<file path="config.mk">
export PLATFORM = sky130hd
export DESIGN_NAME = adxl362_x_reader
export DESIGN_NICKNAME = d
export VERILOG_FILES = /design/src/rtl/adxl362_pkg.sv /design/src/rtl/adxl362_x_reader_spi.sv /design/src/rtl/adxl362_x_reader.sv
export SDC_FILE = /design/constraint.sdc
export NUM_CORES = 1
export LEC_CHECK = 0
export ABC_CLOCK_PERIOD_IN_PS = 4200
export BUFFER_PORTS_ARGS = -buffer_cell sky130_fd_sc_hd__buf_4
export CAP_MARGIN = 15
export CORE_MARGIN = 1.5
export CORE_UTILIZATION = 62
export CTS_BUF_LIST = sky130_fd_sc_hd__clkbuf_8 sky130_fd_sc_hd__clkbuf_16
export DETAILED_ROUTE_END_ITERATION = 16
export PLACE_DENSITY = 0.77
export SYNTH_ARGS = -nofsm -noshare
export SYNTH_HDL_FRONTEND = slang
export SYNTH_SLANG_ARGS = --single-unit
</file>
<file path="constraint.sdc">
create_clock -name clk -period 4.2 [get_ports clk]
set_clock_uncertainty 0.2 [all_clocks]
set_input_delay 1.05 -clock clk [delete_from_list [all_inputs] [get_ports clk]]
set_output_delay 1.05 -clock clk [all_outputs]
set_load 0.05 [all_outputs]
</file>
<file path="src/rtl/adxl362_pkg.sv">
// Shared constants, state encodings and frame byte table for the ADXL362 X-axis reader.
package adxl362_pkg;

    localparam logic [7:0] OP_WRITE      = 8'h0A;
    localparam logic [7:0] OP_READ       = 8'h0B;
    localparam logic [7:0] REG_POWER_CTL = 8'h2D;
    localparam logic [7:0] REG_XDATA_L   = 8'h0E;
    localparam logic [7:0] MEAS_MODE     = 8'h02;

    typedef enum logic [2:0] {
        ST_STARTUP,
        ST_INIT_XFER,
        ST_INIT_GAP,
        ST_WAIT_SAMPLE,
        ST_READ_XFER,
        ST_UPDATE
    } state_t;

    // Sub-phases of a CS_n frame: shifting bytes, CS_n hold after last SCLK fall, CS_n high gap.
    typedef enum logic [1:0] {
        PH_BYTES,
        PH_TAIL,
        PH_GAP
    } phase_t;

    // Captured X sample; XDATA_H[7:4] carries no information and is not stored.
    typedef struct packed {
        logic [3:0] hi;
        logic [7:0] lo;
    } xdata_t;

    function automatic logic [7:0] frame_byte(input logic is_read, input logic [1:0] idx);
        logic [7:0] b;
        b = 8'h00;
        if (is_read) begin
            case (idx)
                2'd0:    b = OP_READ;
                2'd1:    b = REG_XDATA_L;
                default: b = 8'h00;
            endcase
        end else begin
            case (idx)
                2'd0:    b = OP_WRITE;
                2'd1:    b = REG_POWER_CTL;
                2'd2:    b = MEAS_MODE;
                default: b = 8'h00;
            endcase
        end
        return b;
    endfunction

endpackage

</file>
<file path="src/rtl/adxl362_x_reader_spi.sv">
// SPI mode-0 byte engine: 8 SCLK periods per byte, MOSI shifted on falls, MISO sampled on rises.
module spi_byte_shifter #(
    parameter int unsigned CLK_DIV = 50
) (
    input  logic       clk,
    input  logic       reset,
    input  logic       start,
    input  logic [7:0] tx_byte,
    input  logic       miso,
    output logic       sclk,
    output logic       mosi,
    output logic       done,
    output logic [7:0] rx_byte
);

    localparam int unsigned DIV_W = (CLK_DIV > 1) ? $clog2(CLK_DIV) : 1;
    localparam logic [DIV_W-1:0] DIV_LAST = DIV_W'(CLK_DIV - 1);

    logic             active;
    logic [DIV_W-1:0] div_cnt;
    logic [2:0]       bit_cnt;
    logic [7:0]       tx_sr;
    logic [7:0]       rx_sr;
    logic             half_end;

    assign half_end = active && (div_cnt == DIV_LAST);
    // Combinational so the caller can reload on the same edge and keep SCLK gap-free.
    assign done     = half_end && sclk && (bit_cnt == 3'd7);
    assign rx_byte  = rx_sr;
    assign mosi     = tx_sr[7];

    always_ff @(posedge clk or negedge reset) begin
        if (!reset) begin
            active  <= 1'b0;
            sclk    <= 1'b0;
            div_cnt <= '0;
            bit_cnt <= '0;
            tx_sr   <= '0;
            rx_sr   <= '0;
        end else if (start) begin
            active  <= 1'b1;
            sclk    <= 1'b0;
            div_cnt <= '0;
            bit_cnt <= '0;
            tx_sr   <= tx_byte;
        end else if (active) begin
            if (half_end) begin
                div_cnt <= '0;
                if (!sclk) begin
                    sclk  <= 1'b1;
                    rx_sr <= {rx_sr[6:0], miso};
                end else begin
                    sclk    <= 1'b0;
                    tx_sr   <= {tx_sr[6:0], 1'b0};
                    bit_cnt <= bit_cnt + 3'd1;
                    if (bit_cnt == 3'd7) active <= 1'b0;
                end
            end else begin
                div_cnt <= div_cnt + DIV_W'(1);
            end
        end
    end

endmodule

</file>
<file path="src/rtl/adxl362_x_reader.sv">
// Brings the ADXL362 into measurement mode, then reads XDATA_L/H every SAMPLE_PERIOD clocks
// and presents the 12-bit sample sign-extended to 15 bits.
module adxl362_x_reader #(
    parameter int unsigned CLK_DIV       = 50,
    parameter int unsigned SAMPLE_PERIOD = 10_000_000,
    parameter int unsigned STARTUP_WAIT  = 1_000_000
) (
    input  logic        clk,
    input  logic        reset,
    output logic        SCLK,
    output logic        MOSI,
    input  logic        MISO,
    output logic        CS_n,
    output logic [14:0] value_X,
    output logic        data_valid
);

    import adxl362_pkg::*;

    localparam logic [31:0] DIV_LAST    = 32'(CLK_DIV - 1);
    localparam logic [31:0] GAP_LAST    = 32'(2 * CLK_DIV - 1);
    localparam logic [31:0] SW_LAST     = 32'(STARTUP_WAIT - 1);
    localparam logic [31:0] PERIOD_LAST = 32'(SAMPLE_PERIOD - 1);

    state_t      state, state_d;
    phase_t      phase, phase_d;
    logic [31:0] cnt, cnt_d;
    logic [31:0] timer;
    logic        pending, pend_d;
    logic [1:0]  byte_idx, byte_idx_d;
    logic        cs_n, cs_n_d;
    xdata_t      xd, xd_d;
    logic [14:0] value_d;
    logic        dv_d;

    logic        start;
    logic [7:0]  tx_byte;
    logic        sh_done;
    logic [7:0]  rx_byte;
    logic        sh_sclk;
    logic        sh_mosi;

    logic        timer_run;
    logic        wrap;
    logic        is_read;
    logic [1:0]  last_idx;

    spi_byte_shifter #(.CLK_DIV(CLK_DIV)) u_shifter (
        .clk     (clk),
        .reset   (reset),
        .start   (start),
        .tx_byte (tx_byte),
        .miso    (MISO),
        .sclk    (sh_sclk),
        .mosi    (sh_mosi),
        .done    (sh_done),
        .rx_byte (rx_byte)
    );

    assign SCLK = sh_sclk;
    assign MOSI = sh_mosi & ~cs_n;
    assign CS_n = cs_n;

    // Sample timer keeps running through the read frame so read starts stay period-aligned.
    assign timer_run = (state == ST_WAIT_SAMPLE) || (state == ST_READ_XFER) || (state == ST_UPDATE);
    assign wrap      = timer_run && (timer == PERIOD_LAST);
    assign is_read   = (state == ST_READ_XFER);
    assign last_idx  = is_read ? 2'd3 : 2'd2;

    always_ff @(posedge clk or negedge reset) begin
        if (!reset)         timer <= '0;
        else if (!timer_run) timer <= '0;
        else if (wrap)      timer <= '0;
        else                timer <= timer + 32'd1;
    end

    always_ff @(posedge clk or negedge reset) begin
        if (!reset) begin
            state      <= ST_STARTUP;
            phase      <= PH_BYTES;
            cnt        <= '0;
            pending    <= 1'b0;
            byte_idx   <= '0;
            cs_n       <= 1'b1;
            xd         <= '0;
            value_X    <= '0;
            data_valid <= 1'b0;
        end else begin
            state      <= state_d;
            phase      <= phase_d;
            cnt        <= cnt_d;
            pending    <= pend_d;
            byte_idx   <= byte_idx_d;
            cs_n       <= cs_n_d;
            xd         <= xd_d;
            value_X    <= value_d;
            data_valid <= dv_d;
        end
    end

    always_comb begin
        state_d    = state;
        phase_d    = phase;
        cnt_d      = cnt;
        pend_d     = pending | wrap;
        byte_idx_d = byte_idx;
        cs_n_d     = cs_n;
        xd_d       = xd;
        value_d    = value_X;
        dv_d       = 1'b0;
        start      = 1'b0;
        tx_byte    = 8'h00;

        case (state)
            ST_STARTUP: begin
                if (cnt == SW_LAST) begin
                    cnt_d      = '0;
                    cs_n_d     = 1'b0;
                    start      = 1'b1;
                    tx_byte    = frame_byte(1'b0, 2'd0);
                    byte_idx_d = 2'd0;
                    phase_d    = PH_BYTES;
                    state_d    = ST_INIT_XFER;
                end else begin
                    cnt_d = cnt + 32'd1;
                end
            end

            ST_INIT_XFER, ST_READ_XFER: begin
                case (phase)
                    PH_BYTES: begin
                        if (sh_done) begin
                            if (is_read && byte_idx == 2'd2) xd_d.lo = rx_byte;
                            if (is_read && byte_idx == 2'd3) xd_d.hi = rx_byte[3:0];
                            if (byte_idx == last_idx) begin
                                phase_d = PH_TAIL;
                                cnt_d   = '0;
                            end else begin
                                byte_idx_d = byte_idx + 2'd1;
                                start      = 1'b1;
                                tx_byte    = frame_byte(is_read, byte_idx + 2'd1);
                            end
                        end
                    end
                    PH_TAIL: begin
                        if (cnt == DIV_LAST) begin
                            cs_n_d = 1'b1;
                            cnt_d  = '0;
                            if (is_read) phase_d = PH_GAP;
                            else         state_d = ST_INIT_GAP;
                        end else begin
                            cnt_d = cnt + 32'd1;
                        end
                    end
                    default: begin
                        // Enforced CS_n high time, so back-to-back reads still get a full gap.
                        if (cnt == GAP_LAST) begin
                            cnt_d   = '0;
                            state_d = ST_UPDATE;
                        end else begin
                            cnt_d = cnt + 32'd1;
                        end
                    end
                endcase
            end

            ST_INIT_GAP: begin
                if (cnt == GAP_LAST) begin
                    cnt_d   = '0;
                    state_d = ST_WAIT_SAMPLE;
                end else begin
                    cnt_d = cnt + 32'd1;
                end
            end

            ST_WAIT_SAMPLE: begin
                if (wrap || pending) begin
                    pend_d     = 1'b0;
                    cs_n_d     = 1'b0;
                    start      = 1'b1;
                    tx_byte    = frame_byte(1'b1, 2'd0);
                    byte_idx_d = 2'd0;
                    phase_d    = PH_BYTES;
                    state_d    = ST_READ_XFER;
                end
            end

            ST_UPDATE: begin
                value_d = {{3{xd.hi[3]}}, xd.hi, xd.lo};
                dv_d    = 1'b1;
                state_d = ST_WAIT_SAMPLE;
            end

            default: state_d = ST_STARTUP;
        endcase
    end

endmodule

</file>
Yosys cells after proc, flatten, opt, wreduce, memory -nomap -nowiden
Cells that the tools add are included.
{ "classes": {"bitwise_logic": 5, "n_addsub": 5, "reduce_logical": 28, "n_eq_ne": 33, "mux": 73} }
{ "op_table": {"columns": ["operator", "n"], "rows": [
  ["$mux 32", 7],
  ["$pmux 32 s3", 1],
  ["$add 32x1->32 const B", 2],
  ["$mux 8", 8],
  ["$pmux 32 s2", 1],
  ["$eq 32x20->1 const B", 1],
  ["$eq 32x24->1 const B", 1],
  ["$eq 32x6->1 const B", 1],
  ["$eq 32x7->1 const B", 1],
  ["$mux 3", 10],
  ["$pmux 8 s3", 1],
  ["$mux 1", 22],
  ["$ne 3x3->1 const B", 7],
  ["$mux 2", 9],
  ["$mux 6", 3],
  ["$pmux 6 s3", 1],
  ["$ne 2x2->1 const B", 8],
  ["$pmux 3 s5", 1],
  ["$pmux 2 s3", 2],
  ["$reduce_and 4->1", 3],
  ["$eq 3x3->1 const B", 3],
  ["$mux 4", 2],
  ["$pmux 4 s2", 1],
  ["$reduce_and 8->1", 1],
  ["28 further kinds", 47]
]} }
{ "totals": {"out_inout_bits": 19, "in_bits": 3, "regBits": 125, "wordCells": 161} }

Depth between registers and ports, before layout
{ "logic_depth": {"depth_word": 9, "ltp_mapped": 9, "ltp_nobuf": 8} }

By module
Synthesis repeated with hierarchy kept, for this count alone.
{ "hier_totals": {"cells_unflattened": 684, "area_unflattened_um2": 6606.3} }
{ "by_module_without_submodules": {"columns": ["mod", "instances", "seq_area_each_um2", "cells_each", "area_per_inst_um2"], "rows": [
  ["adxl362_x_reader", 1, 2453.6, 568, 5285.1],
  ["spi_byte_shifter", 1, 675.6, 116, 1321.3]
]} }

Worst setup path after synthesis
OpenSTA, ideal clock, no wires.
{ "synth_timing": {"path_kind": "reg-to-reg", "start": "reg u_shifter.sclk", "end": "reg cnt[27]", "t_arrival_ns": 2.302, "required_ns": 3.868, "setup_time_ns": 0.132, "synth_period_minus_slack_ns": 2.634, "n_path_buf": 2, "path_slack_ns": 1.566, "path_stages_with_launch": 9, "cell_sequence": "dfrtp_1 buf_2 and4_1 nand2_1 a2111o_1 buf_6 a2111oi_1 xnor2_1 nor2_1"} }
{ "synth_between": {"elab_chain_len": 4} }
{ "synth_lines": {"columns": ["element", "line_no", "text"], "rows": [
  ["start, declared", "adxl362_x_reader_spi.sv:10", "output logic sclk,"],
  ["start signal, assigned", "adxl362_x_reader_spi.sv:35", "sclk <= 1'b0;"],
  ["start signal, assigned", "adxl362_x_reader_spi.sv:42", "sclk <= 1'b0;"],
  ["start signal, assigned", "adxl362_x_reader_spi.sv:50", "sclk <= 1'b1;"],
  ["$logic_and 1x1->1 (2 in series)", "adxl362_x_reader_spi.sv:28", "assign done = half_end && sclk && (bit_cnt == 3'd7);"],
  ["$ne 3x3->1 (no source line)", null, null],
  ["$reduce_and 3->1 (no source line)", null, null],
  ["end signal, assigned", "adxl362_x_reader.sv:91", "cnt <= cnt_d;"],
  ["end, declared", "adxl362_x_reader.sv:27", "logic [31:0] cnt, cnt_d;"]
]} }
No other way between the ends.
A chain may end at the register's enable or synchronous reset.

Final worst setup path
{ "layout_timing": {"start": "reg state[2]", "end": "reg cnt[0]"} }
{ "layout_between": {"elab_chain_len": 5, "word_cells_on_any_way": 12, "classes_between": "eq/ne (6); mux (2); reduce/logical (4)"} }
{ "layout_lines": {"columns": ["element", "line_no", "text"], "rows": [
  ["start, declared", "adxl362_x_reader.sv:25", "state_t state, state_d;"],
  ["start signal, assigned", "adxl362_x_reader.sv:89", "state <= state_d;"],
  ["$eq 3x3->1", "adxl362_x_reader.sv:67, adxl362_x_reader.sv:114", null],
  ["$mux 1", "adxl362_x_reader.sv:68", "assign last_idx = is_read ? 2'd3 : 2'd2;"],
  ["$eq 2x2->1", "adxl362_x_reader.sv:135", "if (byte_idx == last_idx) begin"],
  ["$ne 3x3->1 (no source line)", null, null],
  ["$reduce_and 3->1 (no source line)", null, null]
]} }
Parallel ways exist; a longest one is shown, timed or not.

==> impl_metrics.yaml <==
sta:
  timing.final.setup_violations: 0
  fmax_mhz: 288
  post-route-min-period_ns: 3.47
  grt_setup_unrepaired: "no"
  final_worst_path_period_share_pct: 82.6
  final_hold_viol_count: 0
  tightestPinTransition_ns: 0.857
  number_of_max_slew_violations_in_the_final_report: 0
  maxSlewHeadroom_pct: 42.8
  tns_ns: 0
critical_path:
  timing.critical_path.arrival_ns: 3.73
  path_cells: "nor3b_2 -> mux2_4 -> a2111o_1 -> and2_1 -> nor2_1 -> mux2_2"
  worstSetupStartpointType: "flop"
  setup.worst_path.end_class: "flop"
  crit_start: "state[2]$_DFFE_PN0P_"
  crit_path_top_delay_cell: "dfrtp_1"
  worst_r2r_path_depth: 6
  path_class: "reg2reg"
  worst-r2r-setup-slack_ns: 0.73
  reg2reg_to: "cnt[0]$_DFFE_PN0P_"
  timing.critical_path.required_ns: 4.46
  crit_fanout: 23
  ff_to_ff_start: "state[2]$_DFFE_PN0P_"
  crit_end: "cnt[0]$_DFFE_PN0P_"
  worst_path_largest_cell_delay_ns: 0.66
drt:
  detail_routed_net_length_per_standard_cell_um: 16.5
  detail_route.vias_per_cell: 6.03
  via_count: 5033
  detail_route.iter0.violations: 343
  ant_nets: 0
  detail_route.wirelength_um: 13800
  detail_route.drc_violations: 0
  firstDrtPassIters: 5
outcome:
  run_status: "complete, no violations"
clock_tree:
  clock_tree_from_tritoncts: "done"
  tritoncts.num_buffers: 17
  cts.repair_timing.setup_buffer_count: 0
  clk_root_buffer_cell: "clkbuf_8"
  clock_tree.htree_level_count: 4
  cts.path.max_buffers: 2
  clk_transition_reported_paths_ns: 0.06
  numClockSinks: 125
  cts_hold_repair.buffers: 0
  post_cts.resized_instances: 0
  clock_insertion_delay_worst_skew_ns: 0.52
die:
  io_pins: 22
  placement_rows: 37
  core_um2: 10300
  design.die.area_um2: 11300
  floorplan.die.width_um: 106
  starting_density_pct: 64.1
  floorplan.die.height_um: 106
hold_path:
  min-delay-path-class: "reg2reg"
pwr:
  swShare_pct: 20.1
  internal_power_mw: 2.23
  clkPwrFrac_pct: 55.9
  power_leakage_nw: 3.30
  pwr-share-seq_pct: 43.1
  peakVddDrop_uv: 284
  power.density_cell_area_nw_per_um2: 374
  combinationalPowerShare_pct: 1.0
  power_switching_mw: 0.562
logic_synthesis:
  synth.cells.most_frequent: "dfrtp_1, nor2_1, nand2_1"
  avgSynthCellArea_um2: 9.79
  synth_cells: 676
  synth_top_cells_by_area: "dfrtp_1, xnor2_1, nor2_1, nand2_1, mux2_2"
  synth_area_leader_cell: "dfrtp_1"
  synth_unique_cells: 66
  mappedNetlistNets: 690
  synth.cell_area_um2: 6620
  synth_flop_cell: "dfrtp_1"
  number_of_enable_flip_flop_cells_after_synthesis: 0
  ys_async_sr_fraction_pct: 100
  yosys_warnings: 0
  synthDominantCellAreaShare_pct: 46.9
  synth.ff_latch_count: 125
  sequential_cell_area_fraction_in_the_yosys_report_pct: 47.3
  synthMostInstantiatedCell: "dfrtp_1"
place:
  io_buffers: 21
  placedCellCount: 803
  hpwlAfterDp_um: 9090
  placer_congestion: 0.936
finish:
  antenna-diode-count: 0
  area_growth_syn_to_layout_pct: 12.9
  layout.nets: 700
  fin_util_pct: 72.4
  drive_above_1_share_pct: 15.6
  post_layout_nonfiller_instances: 835
grt:
  grt_pass1_wl_um: 23800
  antenna_found_initial: 0
  grt_pass1_vias: 4964
  grt_max_degree: 60
  grt_overflow_total: 0
  gr-usage-all-layers_pct: 26.7
flow_run:
  cap_violations: 0
-- layout make-up --
type                    count  area (µm²)
repair buffers             26         208
flip-flops and latches    125        3130
clock inverters            15         220
clock buffers              17         414
multi-input cells         501        3280
inverters                  15        56.3
well taps                 136         170
fillers                   721        2850
-- registers in the layout (all words and copies together) (netlist names), 6 cells and up --
name,cells
cnt,32
timer,32
u_shifter.div_cnt,6
u_shifter.rx_byte,8
u_shifter.tx_sr,8
value_X,12
xd,12
-- metal layers --
layer	global-route usage, %	vias up	share of wire, %
li1	-	2411	-
met1	36.0	2452	46
met2	42.3	145	48
met3	6.19	25	4.4
met4	9.94	0	1.6
met5	0	-	0
-- worst min path at each step --
stage	from	to	slack (ns)	depth (start not counted)
2_1_floorplan	xd[0]$_DFFE_PN0P_	value_X[0]$_DFFE_PN0P_	0.23	2
3_3_place_gp	xd[5]$_DFFE_PN0P_	value_X[5]$_DFFE_PN0P_	0.25	2
3_5_place_dp	xd[7]$_DFFE_PN0P_	value_X[7]$_DFFE_PN0P_	0.26	2
4_1_cts	xd[7]$_DFFE_PN0P_	value_X[7]$_DFFE_PN0P_	0.27	2
5_1_grt	xd[7]$_DFFE_PN0P_	value_X[7]$_DFFE_PN0P_	0.30	2
6_report	xd[7]$_DFFE_PN0P_	value_X[7]$_DFFE_PN0P_	0.27	2
-- kinds of logic after synthesis --
group	share of synthesized area, %
multiplexers	4.63
XOR/XNOR	7.28
buffers and inverters	3.25
flip-flops	47.3
AO/OA/AOI/OAI	11.6
AND/OR/NAND/NOR	23.9
adder cells (fa/ha/maj)	2.08
-- critical path: cells and delay by family (launching register included) --
kind | cells | cell delay [ns]
compound gates | 1 | 0.65
flops | 1 | 0.66
mux | 2 | 0.61
simple gates | 3 | 1.28
-- cells in the final DEF (no fill, tap or decap), drive strengths merged, types with 7 or more instances in the layout --
master and count:
nor3 15, a211oi 10, mux2 23, inv 17, xnor2 37, nor2b 7, nand2b 8, a22o 8
xor2 18, and3 10, nand2 79, or3 8, clkbuf 17, clkinv 7, a21oi 23, ha 11
dfrtp 124, nand3 39, nor2 85, a2111oi 10, buf 26, nand4 15, o21ai 22, nor4 15
-- power by group through the flow --
stage | clock (mW) | sequential, mW | combinational, mW
floorplan | 0 | 1.23 | 0.00000905
global placement | 0 | 1.23 | 0.0278
detailed placement | 0 | 1.23 | 0.0285
CTS | 1.58 | 1.20 | 0.0287
global route | 1.64 | 1.20 | 0.0322
finish | 1.56 | 1.20 | 0.0269
-- stage by stage --
stage	instance area, µm²	hold WS, ns	setup slack [ns]	power [mW]
after floorplan	6620	0.233	1.57	1.23
after global placement	6840	0.250	0.903	1.25
after detailed placement	6840	0.255	0.754	1.25
after CTS	7470	0.272	0.744	2.81
after global routing	7470	0.299	0.474	2.88
final	7470	0.267	0.730	2.79
Power figures use the tool's default switching activity.
